## config.mk

```make
export PLATFORM = sky130hd
export DESIGN_NAME = alu_issue_unit
export DESIGN_NICKNAME = d
export VERILOG_FILES = /design/src/rtl/alu_issue_unit.sv
export SDC_FILE = /design/constraint.sdc
export NUM_CORES = 1
export LEC_CHECK = 0
export BUFFER_PORTS_ARGS = -buffer_cell sky130_fd_sc_hd__buf_2
export CAP_MARGIN = 30
export CORE_ASPECT_RATIO = 1.5
export CORE_MARGIN = 5
export CORE_UTILIZATION = 45
export CTS_CLUSTER_SIZE = 24
export DETAILED_ROUTE_END_ITERATION = 8
export HOLD_SLACK_MARGIN = 0.12
export PLACE_DENSITY = 0.81
export REMOVE_ABC_BUFFERS = 1
export SYNTH_ARGS = -nofsm -noshare
export SYNTH_HDL_FRONTEND = slang
export SYNTH_SLANG_ARGS = --single-unit
export TNS_END_PERCENT = 1
```

## constraint.sdc

```tcl
create_clock -name clk -period 6.6 [get_ports clk]
set_input_delay 0.66 -clock clk [delete_from_list [all_inputs] [get_ports clk]]
set_output_delay 0.66 -clock clk [all_outputs]
set_load 0.01 [all_outputs]
```

## src/rtl/alu_issue_unit.sv

```systemverilog
// alu_issue_unit
// ----------------------------------------------------------------------------
// Purpose:
//   Single-entry issue stage for a MIPS-style integer ALU. One instruction is
//   accepted in IDLE, decoded into ALU operands/control. The external ALU
//   result is captured in EXEC, and the result is held in DONE until
//   downstream consumes it.
//   FSM: IDLE -> EXEC -> DONE -> IDLE, so the best case is one instruction
//   every three cycles.
//
// Ports:
//   clk, rst                     clock, asynchronous active-high reset
//   in_valid / in_ready          upstream handshake (ready only in IDLE)
//   instr, rs_val, rt_val        instruction word and register operands
//   alu_a, alu_b, alu_ctrl       registered operands/control to the ALU
//   alu_out, alu_zero,
//   alu_overflow                 combinational ALU response
//   res_valid / res_ready        downstream handshake (valid only in DONE)
//   res_data, res_zero           captured ALU result and zero flag
//   res_wen                      result should be written back
//   res_exc                      overflow trap on ADD/SUB/ADDI
//   res_illegal                  undecodable instruction
//   exc_count                    saturating count of traps + illegal instrs
// ----------------------------------------------------------------------------
module alu_issue_unit #(
    parameter int EXC_CNT_W = 8
) (
    input  logic                 clk,
    input  logic                 rst,
    input  logic                 in_valid,
    output logic                 in_ready,
    input  logic [31:0]          instr,
    input  logic [31:0]          rs_val,
    input  logic [31:0]          rt_val,
    output logic [31:0]          alu_a,
    output logic [31:0]          alu_b,
    output logic [3:0]           alu_ctrl,
    input  logic [31:0]          alu_out,
    input  logic                 alu_zero,
    input  logic                 alu_overflow,
    output logic                 res_valid,
    input  logic                 res_ready,
    output logic [31:0]          res_data,
    output logic                 res_zero,
    output logic                 res_wen,
    output logic                 res_exc,
    output logic                 res_illegal,
    output logic [EXC_CNT_W-1:0] exc_count
);

    typedef enum logic [1:0] {IDLE, EXEC, DONE} state_t;

    state_t state_reg, state_next;

    logic [31:0]          alu_a_reg, alu_b_reg;
    logic [3:0]           alu_ctrl_reg;
    logic                 trap_en_reg, wen_reg, illegal_reg;
    logic [31:0]          res_data_reg;
    logic                 res_zero_reg, res_wen_reg, res_exc_reg, res_illegal_reg;
    logic [EXC_CNT_W-1:0] exc_count_reg;

    // Decoder outputs
    logic [31:0] dec_a, dec_b;
    logic [3:0]  dec_ctrl;
    logic        dec_trap, dec_wen, dec_illegal;

    logic [5:0]  opcode, funct;
    logic [31:0] imm_sext, imm_zext;
    logic        exc_now;

    assign opcode   = instr[31:26];
    assign funct    = instr[5:0];
    assign imm_sext = {{16{instr[15]}}, instr[15:0]};
    assign imm_zext = {16'h0000, instr[15:0]};

    // Defaults describe the illegal case; each legal encoding overrides them.
    always_comb begin
        dec_a       = 32'h0;
        dec_b       = 32'h0;
        dec_ctrl    = 4'b1111;
        dec_trap    = 1'b0;
        dec_wen     = 1'b0;
        dec_illegal = 1'b1;
        if (opcode == 6'h00) begin
            case (funct)
                6'h24: begin dec_ctrl = 4'b0000; dec_illegal = 1'b0; end
                6'h25: begin dec_ctrl = 4'b0001; dec_illegal = 1'b0; end
                6'h20: begin dec_ctrl = 4'b0010; dec_illegal = 1'b0; dec_trap = 1'b1; end
                6'h21: begin dec_ctrl = 4'b0010; dec_illegal = 1'b0; end
                6'h22: begin dec_ctrl = 4'b0110; dec_illegal = 1'b0; dec_trap = 1'b1; end
                6'h23: begin dec_ctrl = 4'b0110; dec_illegal = 1'b0; end
                6'h2A: begin dec_ctrl = 4'b0111; dec_illegal = 1'b0; end
                6'h27: begin dec_ctrl = 4'b1100; dec_illegal = 1'b0; end
                default: ;
            endcase
            if (!dec_illegal) begin
                dec_a   = rs_val;
                dec_b   = rt_val;
                dec_wen = 1'b1;
            end
        end else begin
            case (opcode)
                6'h08: begin dec_ctrl = 4'b0010; dec_b = imm_sext; dec_illegal = 1'b0; dec_trap = 1'b1; end
                6'h09: begin dec_ctrl = 4'b0010; dec_b = imm_sext; dec_illegal = 1'b0; end
                6'h0A: begin dec_ctrl = 4'b0111; dec_b = imm_sext; dec_illegal = 1'b0; end
                6'h0C: begin dec_ctrl = 4'b0000; dec_b = imm_zext; dec_illegal = 1'b0; end
                6'h0D: begin dec_ctrl = 4'b0001; dec_b = imm_zext; dec_illegal = 1'b0; end
                6'h04: begin dec_ctrl = 4'b0110; dec_b = rt_val;   dec_illegal = 1'b0; end
                default: ;
            endcase
            if (!dec_illegal) begin
                dec_a   = rs_val;
                // BEQ only produces a zero flag; nothing is written back.
                dec_wen = (opcode != 6'h04);
            end
        end
    end

    always_comb begin
        state_next = state_reg;
        case (state_reg)
            IDLE:    if (in_valid) state_next = EXEC;
            EXEC:    state_next = DONE;
            DONE:    if (res_ready) state_next = IDLE;
            default: state_next = IDLE;
        endcase
    end

    assign exc_now = trap_en_reg && alu_overflow;

    always_ff @(posedge clk or posedge rst) begin
        if (rst) begin
            state_reg       <= IDLE;
            alu_a_reg       <= 32'h0;
            alu_b_reg       <= 32'h0;
            alu_ctrl_reg    <= 4'b0000;
            trap_en_reg     <= 1'b0;
            wen_reg         <= 1'b0;
            illegal_reg     <= 1'b0;
            res_data_reg    <= 32'h0;
            res_zero_reg    <= 1'b0;
            res_wen_reg     <= 1'b0;
            res_exc_reg     <= 1'b0;
            res_illegal_reg <= 1'b0;
            exc_count_reg   <= '0;
        end else begin
            state_reg <= state_next;
            case (state_reg)
                IDLE: begin
                    if (in_valid) begin
                        alu_a_reg    <= dec_a;
                        alu_b_reg    <= dec_b;
                        alu_ctrl_reg <= dec_ctrl;
                        trap_en_reg  <= dec_trap;
                        wen_reg      <= dec_wen;
                        illegal_reg  <= dec_illegal;
                    end
                end
                EXEC: begin
                    res_data_reg    <= alu_out;
                    res_zero_reg    <= alu_zero;
                    res_exc_reg     <= exc_now;
                    res_illegal_reg <= illegal_reg;
                    // wen_reg is already low for illegal and BEQ.
                    res_wen_reg     <= wen_reg && !exc_now;
                    if ((exc_now || illegal_reg) && (exc_count_reg != '1))
                        exc_count_reg <= exc_count_reg + 1'b1;
                end
                default: ;
            endcase
        end
    end

    assign in_ready    = (state_reg == IDLE);
    assign res_valid   = (state_reg == DONE);
    assign alu_a       = alu_a_reg;
    assign alu_b       = alu_b_reg;
    assign alu_ctrl    = alu_ctrl_reg;
    assign res_data    = res_data_reg;
    assign res_zero    = res_zero_reg;
    assign res_wen     = res_wen_reg;
    assign res_exc     = res_exc_reg;
    assign res_illegal = res_illegal_reg;
    assign exc_count   = exc_count_reg;

endmodule

```

==> metrics.md, run 1 <==
| Metric | Value |
|---|---|
| Outcome | complete, no violations |
| Fraction of layout cells with a size suffix above 1 | 0.3827 |
| Crit-path slowest cell | buf_4 |
| Area occupied by multi-input gates | 0.001878 mm² |
| Final core occ | 0.6332 |
| Die Width | 95.89 µm |
| Num CTS Buffers | 17 |
| Tightest Pin Transition | 0.7653 ns |
| Port-buffer cells | 237 |
| Initial antenna violation count | 0 |
| Most common cell after layout, fill and taps aside | buf_2 |
| Via count | 4695 |
| Clock latency on the worst-skew pair | 0.41 ns |
| Worst EP required | 6.94 ns |
| Largest net degree at the start of global routing | 79 |
| Cts hold-fix bufs | 0 |
| Clk root buf | clkbuf_16 |
| Max_slew headroom | 0.4898 |
| Min cycle time layout | 2.557 ns |
| Setup TNS Final | 0 ns |
| Vias in the first global route | 4643 |
| First-pass iteration count of the detailed router | 4 |
| CORE AREA | 0.01094 mm² |
| Synthesis warning total | 0 |
| Routed WL per cell | 15.93 µm |
| Die area | 0.01331 mm² |
| CTS tree | yes |
| Hold WC Path Type | in2async |
| WP data arrival | 2.90 ns |
| Sequential cell area | 0.002928 mm² |
| WS Path Type | reg2reg |
| Tcrit/Tclk final | 0.3875 |
| Post-CTS Setup Repair Bufs | 0 |
| DRC Markers | 0 |
| # diodes | 0 |
| Detailed Route WL | 14.50 mm |
| Pwr dens | 429.6 mW/mm² |
| CP startpoint kind | flip-flop |
| # nets final | 885 |
| Lkg Pwr | 3.744 nW |
| Seq cells post-synth | 117 |
| Post-synthesis sequential area ratio | 0.5879 |
| # rows | 47 |
| GPL Wtd Cong | 0.7800 |
| CTS Sinks | 117 |
| Vert. Die Dim | 138.8 µm |
| Critical Path Max Stage Delay | 0.64 ns |
| Final Skew | 0.01109 ns |
| CTS Buffer Depth | 2 |
| Synthesis-to-layout area growth | 39.07% |
| GRT Overall Usage | 0.2178 |
| DR vias/cell | 5.159 |
| Synth unique cells | 44 |
| Gr ovfl total | 0 |
| RSZ-0062 raised after global routing | false |
| Synthesized area per cell | 9.651 µm² |
| Critical Path Fanout Max | 78 |
| Synth Instances | 516 |
| Cell Area, Synth | 0.004980 mm² |
| Resized Gates After CTS | 0 |
| DRT iter0 DRCs | 137 |
| Initial core utilization | 0.4553 |
| Worst-path cell chain | nor2_2 > nand2_2 > buf_4 > inv_2 > buf_4 > o211a_4 > a221o_2 |
| Max Slew Vio Count | 0 |
| Crit end category | flip-flop |
| I/O pins | 248 |
| Most Frequent Cell on Critical Path | buf_4 |
| Max-Cap Viols | 0 |
| Number of hold violations in the final report | 0 |
| Layout fillers | 906 |
| Antenna-violating nets left | 0 |
| Most frequent cells in the layout | buf_2, nand2_1, dfrtp_1 |
| H-tree Lvls | 4 |
| First-pass GRT wire length | 22.72 mm |
| Setup violations, final | 0 |
| Clk slew on worst S/H paths | 0.05 ns |
| Worst vdd ir | 0.2015 mV |
| Highest Clock Rate | 0.3910 GHz |
| Final HPWL DP | 10.61 mm |
-- power by group --
part           internal (mW)  switching [mW]  total (mW)  leakage [nW]
combinational          0.361           0.556       0.917          1.94
sequential             0.950           0.146        1.10          1.51
clock                  0.641           0.321       0.962         0.297
total                   1.95            1.02        2.98          3.74
-- kinds of logic after synthesis --
logic type      after synthesis  share of synthesized area
simple gates                246                     0.2111
flops                       117                     0.5879
compound gates              103                     0.1450
buf+inv                      40                    0.03668
xor+xnor                      7                    0.01231
mux                           2                   0.004522
fa+ha+maj                     1                   0.002512
-- worst max-delay path, delay by kind of cell, from the launching register on --
family | cells | cell delay, ns
buffers and inverters | 3 | 1.17
AND/OR/NAND/NOR | 2 | 0.28
flip-flops | 1 | 0.41
AO/OA/AOI/OAI | 2 | 0.60
-- metrics by stage --
step | instance area (µm²) | instances | worst slack, ns | total power, mW | hold slack, ns
2_1_floorplan | 4827 | 484 | 2.839 | 1.594 | 0.4349
3_3_place_gp | 6261 | 875 | 3.892 | 1.982 | 0.4535
3_5_place_dp | 6269 | 876 | 3.825 | 2.035 | 0.4568
4_1_cts | 6890 | 908 | 4.029 | 3.008 | 0.3057
5_1_grt | 6925 | 910 | 3.874 | 3.166 | 0.3368
6_report | 6925 | 910 | 4.043 | 2.975 | 0.2933
-- cells in the mapped netlist --
| master | n | area, µm² |
|---|---|---|
| and2_1 | 2 | 12.51 |
| nor3_2 | 1 | 10.01 |
| xnor2_1 | 1 | 8.760 |
| clkbuf_2 | 4 | 20.02 |
| xor2_1 | 6 | 52.55 |
| buf_4 | 4 | 30.03 |
| a22o_1 | 5 | 43.79 |
| a211oi_1 | 1 | 7.510 |
| nor4b_1 | 1 | 8.760 |
| a311oi_1 | 1 | 8.760 |
| buf_6 | 1 | 11.26 |
| o211a_4 | 1 | 17.52 |
| dfrtp_1 | 117 | 2928 |
| o211ai_1 | 16 | 120.1 |
| o21ai_0 | 36 | 180.2 |
| o221ai_2 | 1 | 15.01 |
| a221o_1 | 15 | 150.1 |
| o41ai_1 | 1 | 8.760 |
| ha_1 | 1 | 12.51 |
| mux2_2 | 2 | 22.52 |
| a21oi_1 | 5 | 25.02 |
| buf_1 | 3 | 11.26 |
| nor3b_2 | 1 | 12.51 |
| clkbuf_1 | 16 | 60.06 |
| o22ai_1 | 16 | 100.1 |
| a31oi_1 | 1 | 6.260 |
| nand3_1 | 5 | 25.02 |
| a21o_1 | 2 | 15.01 |
| nand2_1 | 175 | 656.9 |
| nor2b_1 | 3 | 18.77 |
| nor2_1 | 23 | 86.33 |
| nand3b_1 | 1 | 7.510 |
| nand4_1 | 6 | 37.54 |
| nor3b_1 | 1 | 7.510 |
| and3_1 | 15 | 93.84 |
| a221o_2 | 1 | 11.26 |
| nand4b_1 | 1 | 8.760 |
| nor3_1 | 4 | 20.02 |
| buf_2 | 4 | 20.02 |
| and3_2 | 1 | 7.510 |
| nand2b_1 | 5 | 31.28 |
| o2111a_2 | 1 | 12.51 |
| inv_1 | 8 | 30.03 |
| nor2_2 | 1 | 6.260 |
-- routing by layer --
metal / vias up / track usage / part of all wire
met3: 26 / 0.05755 / 0.079
met2: 208 / 0.3739 / 0.51
li1: 2238 / - / -
met5: - / 0 / 0
met1: 2223 / 0.2493 / 0.38
met4: 0 / 0.09520 / 0.024
-- path summary, 6_finish.rpt --
path / from / to / slack (ns) / cells past startpoint
max in group asynchronous: rst / state_reg[1]$_DFFE_PP0P_ / 5.36 / 4
hold reg to reg: res_data[28]$_DFFE_PP0P_ / res_data[28]$_DFFE_PP0P_ / 0.47 / 2
hold / removal: rst / alu_a[3]$_DFFE_PP0P_ / 0.29 / 2
setup / recovery: state_reg[1]$_DFFE_PP0P_ / alu_b[10]$_DFFE_PP0P_ / 4.04 / 7
min in group clk: alu_out[3] / res_data[3]$_DFFE_PP0P_ / 0.45 / 3
setup reg to reg: state_reg[1]$_DFFE_PP0P_ / alu_b[10]$_DFFE_PP0P_ / 4.04 / 7
-- final cells by class --
cell class                      instances  share of cell area
Clock inverter                         12             0.02529
Clock buffer                           20             0.06450
Tap cell                              147             0.02656
Timing Repair Buffer                  247              0.1850
Sequential cell                       117              0.4228
Multi-Input combinational cell        359              0.2712
Inverter                                8            0.004697
Note: power is estimated with default switching activity, not from simulation.
==> run 2: changes to the inputs <==
==> constraint.sdc (replaced) <==
create_clock -name clk -period 2.5 [get_ports clk]
set_input_delay 0.25 -clock clk [delete_from_list [all_inputs] [get_ports clk]]
set_output_delay 0.25 -clock clk [all_outputs]
set_load 0.01 [all_outputs]
==> metrics.md, run 2 (synthesized netlist as in run 1, its figures left out) <==
| Metric | Value |
|---|---|
| Resized Gates After CTS | 0 (unchanged) |
| R2R depth | 6 (was 7) |
| Gr ovfl total | 0 (unchanged) |
| Cts hold-fix bufs | 80 (was 0) |
| Num CTS Buffers | 17 (unchanged) |
| Hold WC Path Type | in2reg (was in2async) |
| Outcome | complete, no violations (unchanged) |
| Lkg Pwr | 4.110 nW (was 3.744 nW) |
| Setup violations, final | 0 (unchanged) |
| Critical Path Fanout Max | 26 (was 78) |
| Final Skew | 0.006997 ns (was 0.01109 ns) |
| Port-buffer cells | 237 (unchanged) |
| # rows | 47 (unchanged) |
| Max_slew headroom | 0.4689 (was 0.4898) |
| WP data arrival | 2.36 ns (was 2.90 ns) |
| WS Path Type | reg2reg (unchanged) |
| Hold Crit Depth | 3 |
| CP startpoint kind | flip-flop (unchanged) |
| Routed WL per cell | 18.73 µm (was 15.93 µm) |
| Pwr dens | 1058 mW/mm² (was 429.6 mW/mm²) |
| CTS tree | yes (unchanged) |
| DRT iter0 DRCs | 280 (was 137) |
| Flop-to-flop setup slack | 0.48 ns (was 4.04 ns) |
| Highest Clock Rate | 0.4939 GHz (was 0.3910 GHz) |
| Antenna-violating nets left | 0 (unchanged) |
| CTS Sinks | 117 (unchanged) |
| H-tree Lvls | 4 (unchanged) |
| Total power | 8.218 mW (was 2.975 mW) |
| Initial antenna violation count | 0 (unchanged) |
| Most common cell after layout, fill and taps aside | buf_2 (unchanged) |
| Max-Cap Viols | 0 (unchanged) |
| Detailed Route WL | 18.60 mm (was 14.50 mm) |
| CORE AREA | 0.01094 mm² (unchanged) |
| # diodes | 0 (unchanged) |
| Clk slew on worst S/H paths | 0.06 ns (was 0.05 ns) |
| Clock latency on the worst-skew pair | 0.40 ns (was 0.41 ns) |
| Worst vdd ir | 0.5564 mV (was 0.2015 mV) |
| Final HPWL DP | 11.15 mm (was 10.61 mm) |
| # nets final | 969 (was 885) |
| I/O pins | 248 (unchanged) |
| Crit end category | flip-flop (unchanged) |
| Synthesis-to-layout area growth | 56.01% (was 39.07%) |
| Vias in the first global route | 5799 (was 4643) |
| Max Slew Vio Count | 0 (unchanged) |
| Post-CTS Setup Repair Bufs | 0 (unchanged) |
| CTS Buffer Depth | 2 (unchanged) |
| Final core occ | 0.7102 (was 0.6332) |
| Number of hold violations in the final report | 0 (unchanged) |
| DR vias/cell | 5.450 (was 5.159) |
| First-pass iteration count of the detailed router | 8 (was 4) |
| Die Width | 95.89 µm (unchanged) |
| Clk root buf | clkbuf_16 (unchanged) |
| Fraction of layout cells with a size suffix above 1 | 0.3511 (was 0.3827) |
| Tightest Pin Transition | 0.7967 ns (was 0.7653 ns) |
| Largest net degree at the start of global routing | 43 (was 79) |
| GPL Wtd Cong | 0.7949 (was 0.7800) |
| DRC Markers | 0 (unchanged) |
| Via count | 5412 (was 4695) |
| First-pass GRT wire length | 28.52 mm (was 22.72 mm) |
| Die area | 0.01331 mm² (unchanged) |
| Vert. Die Dim | 138.8 µm (unchanged) |
| Layout fillers | 736 (was 906) |
| Initial core utilization | 0.4553 (unchanged) |
| Worst EP required | 2.84 ns (was 6.94 ns) |
| GRT Overall Usage | 0.2781 (was 0.2178) |
| RSZ-0062 raised after global routing | false (unchanged) |
| Min cycle time layout | 2.025 ns (was 2.557 ns) |
| Tcrit/Tclk final | 0.8099 (was 0.3875) |
| Most frequent cells in the layout | buf_2, nand2_1, dfrtp_1 (unchanged) |
run 2: cell types whose count changed in the layout (fill, tap and decap cells not counted):
cell / previous run / this run
clkbuf_8: 1 / 2
clkbuf_1: 2 / 0
dlygate4sd3_1: 0 / 80
buf_16: 1 / 0
buf_12: 0 / 2
buf_4: 9 / 12
clkinv_4: 0 / 1
clkinvlp_4: 3 / 2
run 2: area by class of cell:
cell class	instances	area, µm²	area share
well taps	147	183.9	0.02368
clock inverters	12	176.4	0.02271
inverters	8	32.53	0.004187
clock buffers	19	452.9	0.05830
flip-flops and latches	117	2928	0.3769
multi-input cells	359	1878	0.2417
repair buffers	331	2117	0.2725
run 2: worst max-delay path: stages (launching register included):
cell,delay (ns)
dfrtp_1,0.42
nor2_2,0.17
nand2_2,0.08
inv_2,0.37
nand2_1,0.10
o41ai_1,0.23
dlygate4sd3_1,0.58
run 2: worst paths after layout:
path / startpoint / endpoint
worst max-delay path: state_reg[1]$_DFFE_PP0P_ / trap_en_reg$_DFFE_PP0P_
worst min-delay path: rt_val[25] / alu_b[25]$_DFFE_PP0P_
worst max register to register: state_reg[1]$_DFFE_PP0P_ / trap_en_reg$_DFFE_PP0P_
worst min register to register: alu_ctrl[3]$_DFFE_PP0P_ / alu_ctrl[3]$_DFFE_PP0P_
max in group asynchronous: rst / res_data[22]$_DFFE_PP0P_
min in group asynchronous: rst / res_data[12]$_DFFE_PP0P_
run 2: metrics by stage:
stage | TNS, ns | setup slack (ns) | area (µm²) | cells | hold WS, ns
final | 0 | 0.4752 | 7769 | 993 | 0.1297
after global routing | 0 | 0.3670 | 7769 | 993 | 0.1368
after CTS | 0 | 0.5287 | 7769 | 993 | 0.1224
after detailed placement | 0 | 0.6332 | 6339 | 882 | 0.3490
after global placement | 0 | 0.7688 | 6339 | 882 | 0.3380
after floorplan | -151.09 | -0.9787 | 4827 | 484 | 0.3457
run 2: report_power, final:
| part | total (mW) | switching (mW) | internal [mW] |
|---|---|---|---|
| sequential | 2.95 | 0.438 | 2.51 |
| combinational | 2.67 | 1.62 | 1.05 |
| clock | 2.60 | 0.884 | 1.72 |
run 2: metal layers:
layer | up-vias | part of all wire | GRT usage
met5 | - | 0 | 0
met4 | 0 | 0.075 | 0.2061
met3 | 109 | 0.094 | 0.08143
met2 | 370 | 0.50 | 0.4688
met1 | 2536 | 0.33 | 0.2809
li1 | 2397 | - | -
==> run 3: changes to the inputs <==
==> constraint.sdc (replaced) <==
create_clock -name clk -period 1.9 [get_ports clk]
set_input_delay 0.19 -clock clk [delete_from_list [all_inputs] [get_ports clk]]
set_output_delay 0.19 -clock clk [all_outputs]
set_load 0.01 [all_outputs]
==> metrics.md, run 3 (synthesized netlist as in run 1, its figures left out) <==
| Metric | Value |
|---|---|
| CTS Buffer Depth | 2 (unchanged) |
| Highest Clock Rate | 0.5678 GHz |
| RSZ-0062 raised after global routing | false (unchanged) |
| Clk root buf | clkbuf_16 (unchanged) |
| Worst Hold Endpoint | alu_b[10]$_DFFE_PP0P_ (was alu_b[25]$_DFFE_PP0P_) |
| Worst vdd ir | 0.7410 mV (was 0.5564 mV) |
| H-tree Lvls | 4 (unchanged) |
| Most common cell after layout, fill and taps aside | buf_2 (unchanged) |
| Routed WL per cell | 18.91 µm (was 18.73 µm) |
| CTS Sinks | 117 (unchanged) |
| WS Path Type | in2reg (was reg2reg) |
| First-pass iteration count of the detailed router | 5 (was 8) |
| Fraction of layout cells with a size suffix above 1 | 0.3398 (was 0.3511) |
| R2R depth | 6 (unchanged) |
| Worst EP required | 2.18 ns (was 2.84 ns) |
| Lkg Pwr | 4.235 nW (was 4.110 nW) |
| Setup TNS Final | 0 ns (unchanged) |
| CP startpoint kind | input port (was flip-flop) |
| Outcome | complete, no violations (unchanged) |
| Die Width | 95.89 µm (unchanged) |
| Synthesis-to-layout area growth | 62.16% (was 56.01%) |
| Gr ovfl total | 0 (unchanged) |
| Crit end category | flip-flop (unchanged) |
| Number of hold violations in the final report | 0 (unchanged) |
| Layout fillers | 725 (was 736) |
| Clk slew on worst S/H paths | 0.05 ns (was 0.06 ns) |
| Hold path start | instr[10] (was rt_val[25]) |
| # nets final | 996 (was 969) |
| DR vias/cell | 5.482 (was 5.450) |
| Total power | 10.98 mW (was 8.218 mW) |
| Vias in the first global route | 5858 (was 5799) |
| Max Slew Vio Count | 0 (unchanged) |
| Die area | 0.01331 mm² (unchanged) |
| Num CTS Buffers | 17 (unchanged) |
| GPL Wtd Cong | 0.7990 (was 0.7949) |
| DRC Markers | 0 (unchanged) |
| I/O pins | 248 (unchanged) |
| WP data arrival | 2.04 ns (was 2.36 ns) |
| DRT iter0 DRCs | 300 (was 280) |
| GRT Overall Usage | 0.2901 (was 0.2781) |
| Vert. Die Dim | 138.8 µm (unchanged) |
| Initial antenna violation count | 1 (was 0) |
| Most frequent cells in the layout | buf_2, nand2_1, dfrtp_1 (unchanged) |
| Tcrit/Tclk final | 0.9270 |
| CORE AREA | 0.01094 mm² (unchanged) |
| Port-buffer cells | 237 (unchanged) |
| Final core occ | 0.7383 (was 0.7102) |
| Critical Path Fanout Max | 34 (was 26) |
| Setup ws final | 0.1388 ns (was 0.4752 ns) |
| Clock latency on the worst-skew pair | 0.40 ns (about the same) |
| First-pass GRT wire length | 29.69 mm (was 28.52 mm) |
| Final Skew | 0.01010 ns (was 0.006997 ns) |
| Detailed Route WL | 19.35 mm (was 18.60 mm) |
| Hold Crit Depth | 3 (unchanged) |
| Final HPWL DP | 10.92 mm (was 11.15 mm) |
| Min cycle time layout | 1.761 ns |
| Via count | 5608 (was 5412) |
| Max-Cap Viols | 0 (unchanged) |
| Flop-to-flop setup slack | 0.14 ns (was 0.48 ns) |
| # rows | 47 (unchanged) |
| Max_slew headroom | 0.6140 (was 0.4689) |
| Pre-CTS setup slack | 0.2818 ns (was 0.6332 ns) |
| End of the worst register-to-register path | trap_en_reg$_DFFE_PP0P_ (unchanged) |
| FF-to-FF Start | state_reg[1]$_DFFE_PP0P_ (unchanged) |
| Tightest Pin Transition | 0.5778 ns (was 0.7967 ns) |
| CTS tree | yes (unchanged) |
| Pwr dens | 1359 mW/mm² (was 1058 mW/mm²) |
| Hold_ws | 0.1264 ns (was 0.1297 ns) |
| Largest net degree at the start of global routing | 48 (was 43) |
| Setup violations, final | 0 (unchanged) |
| Antenna-violating nets left | 0 (unchanged) |
| Hold WC Path Type | in2reg (unchanged) |
| Initial core utilization | 0.4553 (unchanged) |
[run 3: area by class of cell]
class | instances | area [µm²] | share of cell area
diodes | 2 | 5.005 | 0.0006198
clock buffers | 21 | 470.5 | 0.05826
clock inverters | 11 | 171.4 | 0.02123
inverters | 8 | 35.03 | 0.004338
multi-input cells | 359 | 1878 | 0.2326
flip-flops and latches | 117 | 2928 | 0.3626
well taps | 147 | 183.9 | 0.02278
repair buffers | 358 | 2404 | 0.2976
[run 3: worst max path at each step]
stage	to	slack, ns	from
2_1_floorplan	alu_b[10]$_DFFE_PP0P_	-1.58	state_reg[1]$_DFFE_PP0P_
3_3_place_gp	alu_b[10]$_DFFE_PP0P_	0.34	instr[1]
3_5_place_dp	exc_count[1]$_DFFE_PP0P_	0.28	exc_count[0]$_DFFE_PP0P_
4_1_cts	trap_en_reg$_DFFE_PP0P_	0.09	state_reg[1]$_DFFE_PP0P_
5_1_grt	trap_en_reg$_DFFE_PP0P_	0.002	state_reg[1]$_DFFE_PP0P_
6_report	illegal_reg$_DFFE_PP0P_	0.14	instr[26]
[run 3: per-stage QoR]
| step | cells | area [µm²] |
|---|---|---|
| finish | 1023 | 8075 |
| global route | 1022 | 8073 |
| CTS | 1021 | 8064 |
| detailed placement | 882 | 6351 |
| global placement | 882 | 6351 |
| floorplan | 484 | 4827 |
[run 3: routing by layer]
layer,wire [µm],vias up,GRT usage
li1,-,2464,-
met1,6799,2696,0.3087
met2,9771,354,0.4956
met3,1711,94,0.08578
met4,1067,0,0.1679
met5,0,-,0
[run 3: critical path, cell delays in order]
cell and delay (ns):
dlygate4sd3_1 0.54, buf_2 0.15, nor3_1 0.26, o2111a_2 0.34
a21oi_2 0.10, buf_12 0.18, mux2_2 0.27
[run 3: timing repair]
item	4_1_cts	5_1_grt
endpoints found under the setup margin	0	1
buffers inserted	0	0
hold buffers	107	0
hold endpoints to repair	199	0
resized for setup	0	2
[run 3: where the power goes]
group / total [mW] / internal (mW) / switching, mW
registers: 3.90 / 3.30 / 0.602
logic: 3.62 / 1.44 / 2.18
clock network: 3.45 / 2.31 / 1.15
total: 11.0 / 7.04 / 3.93
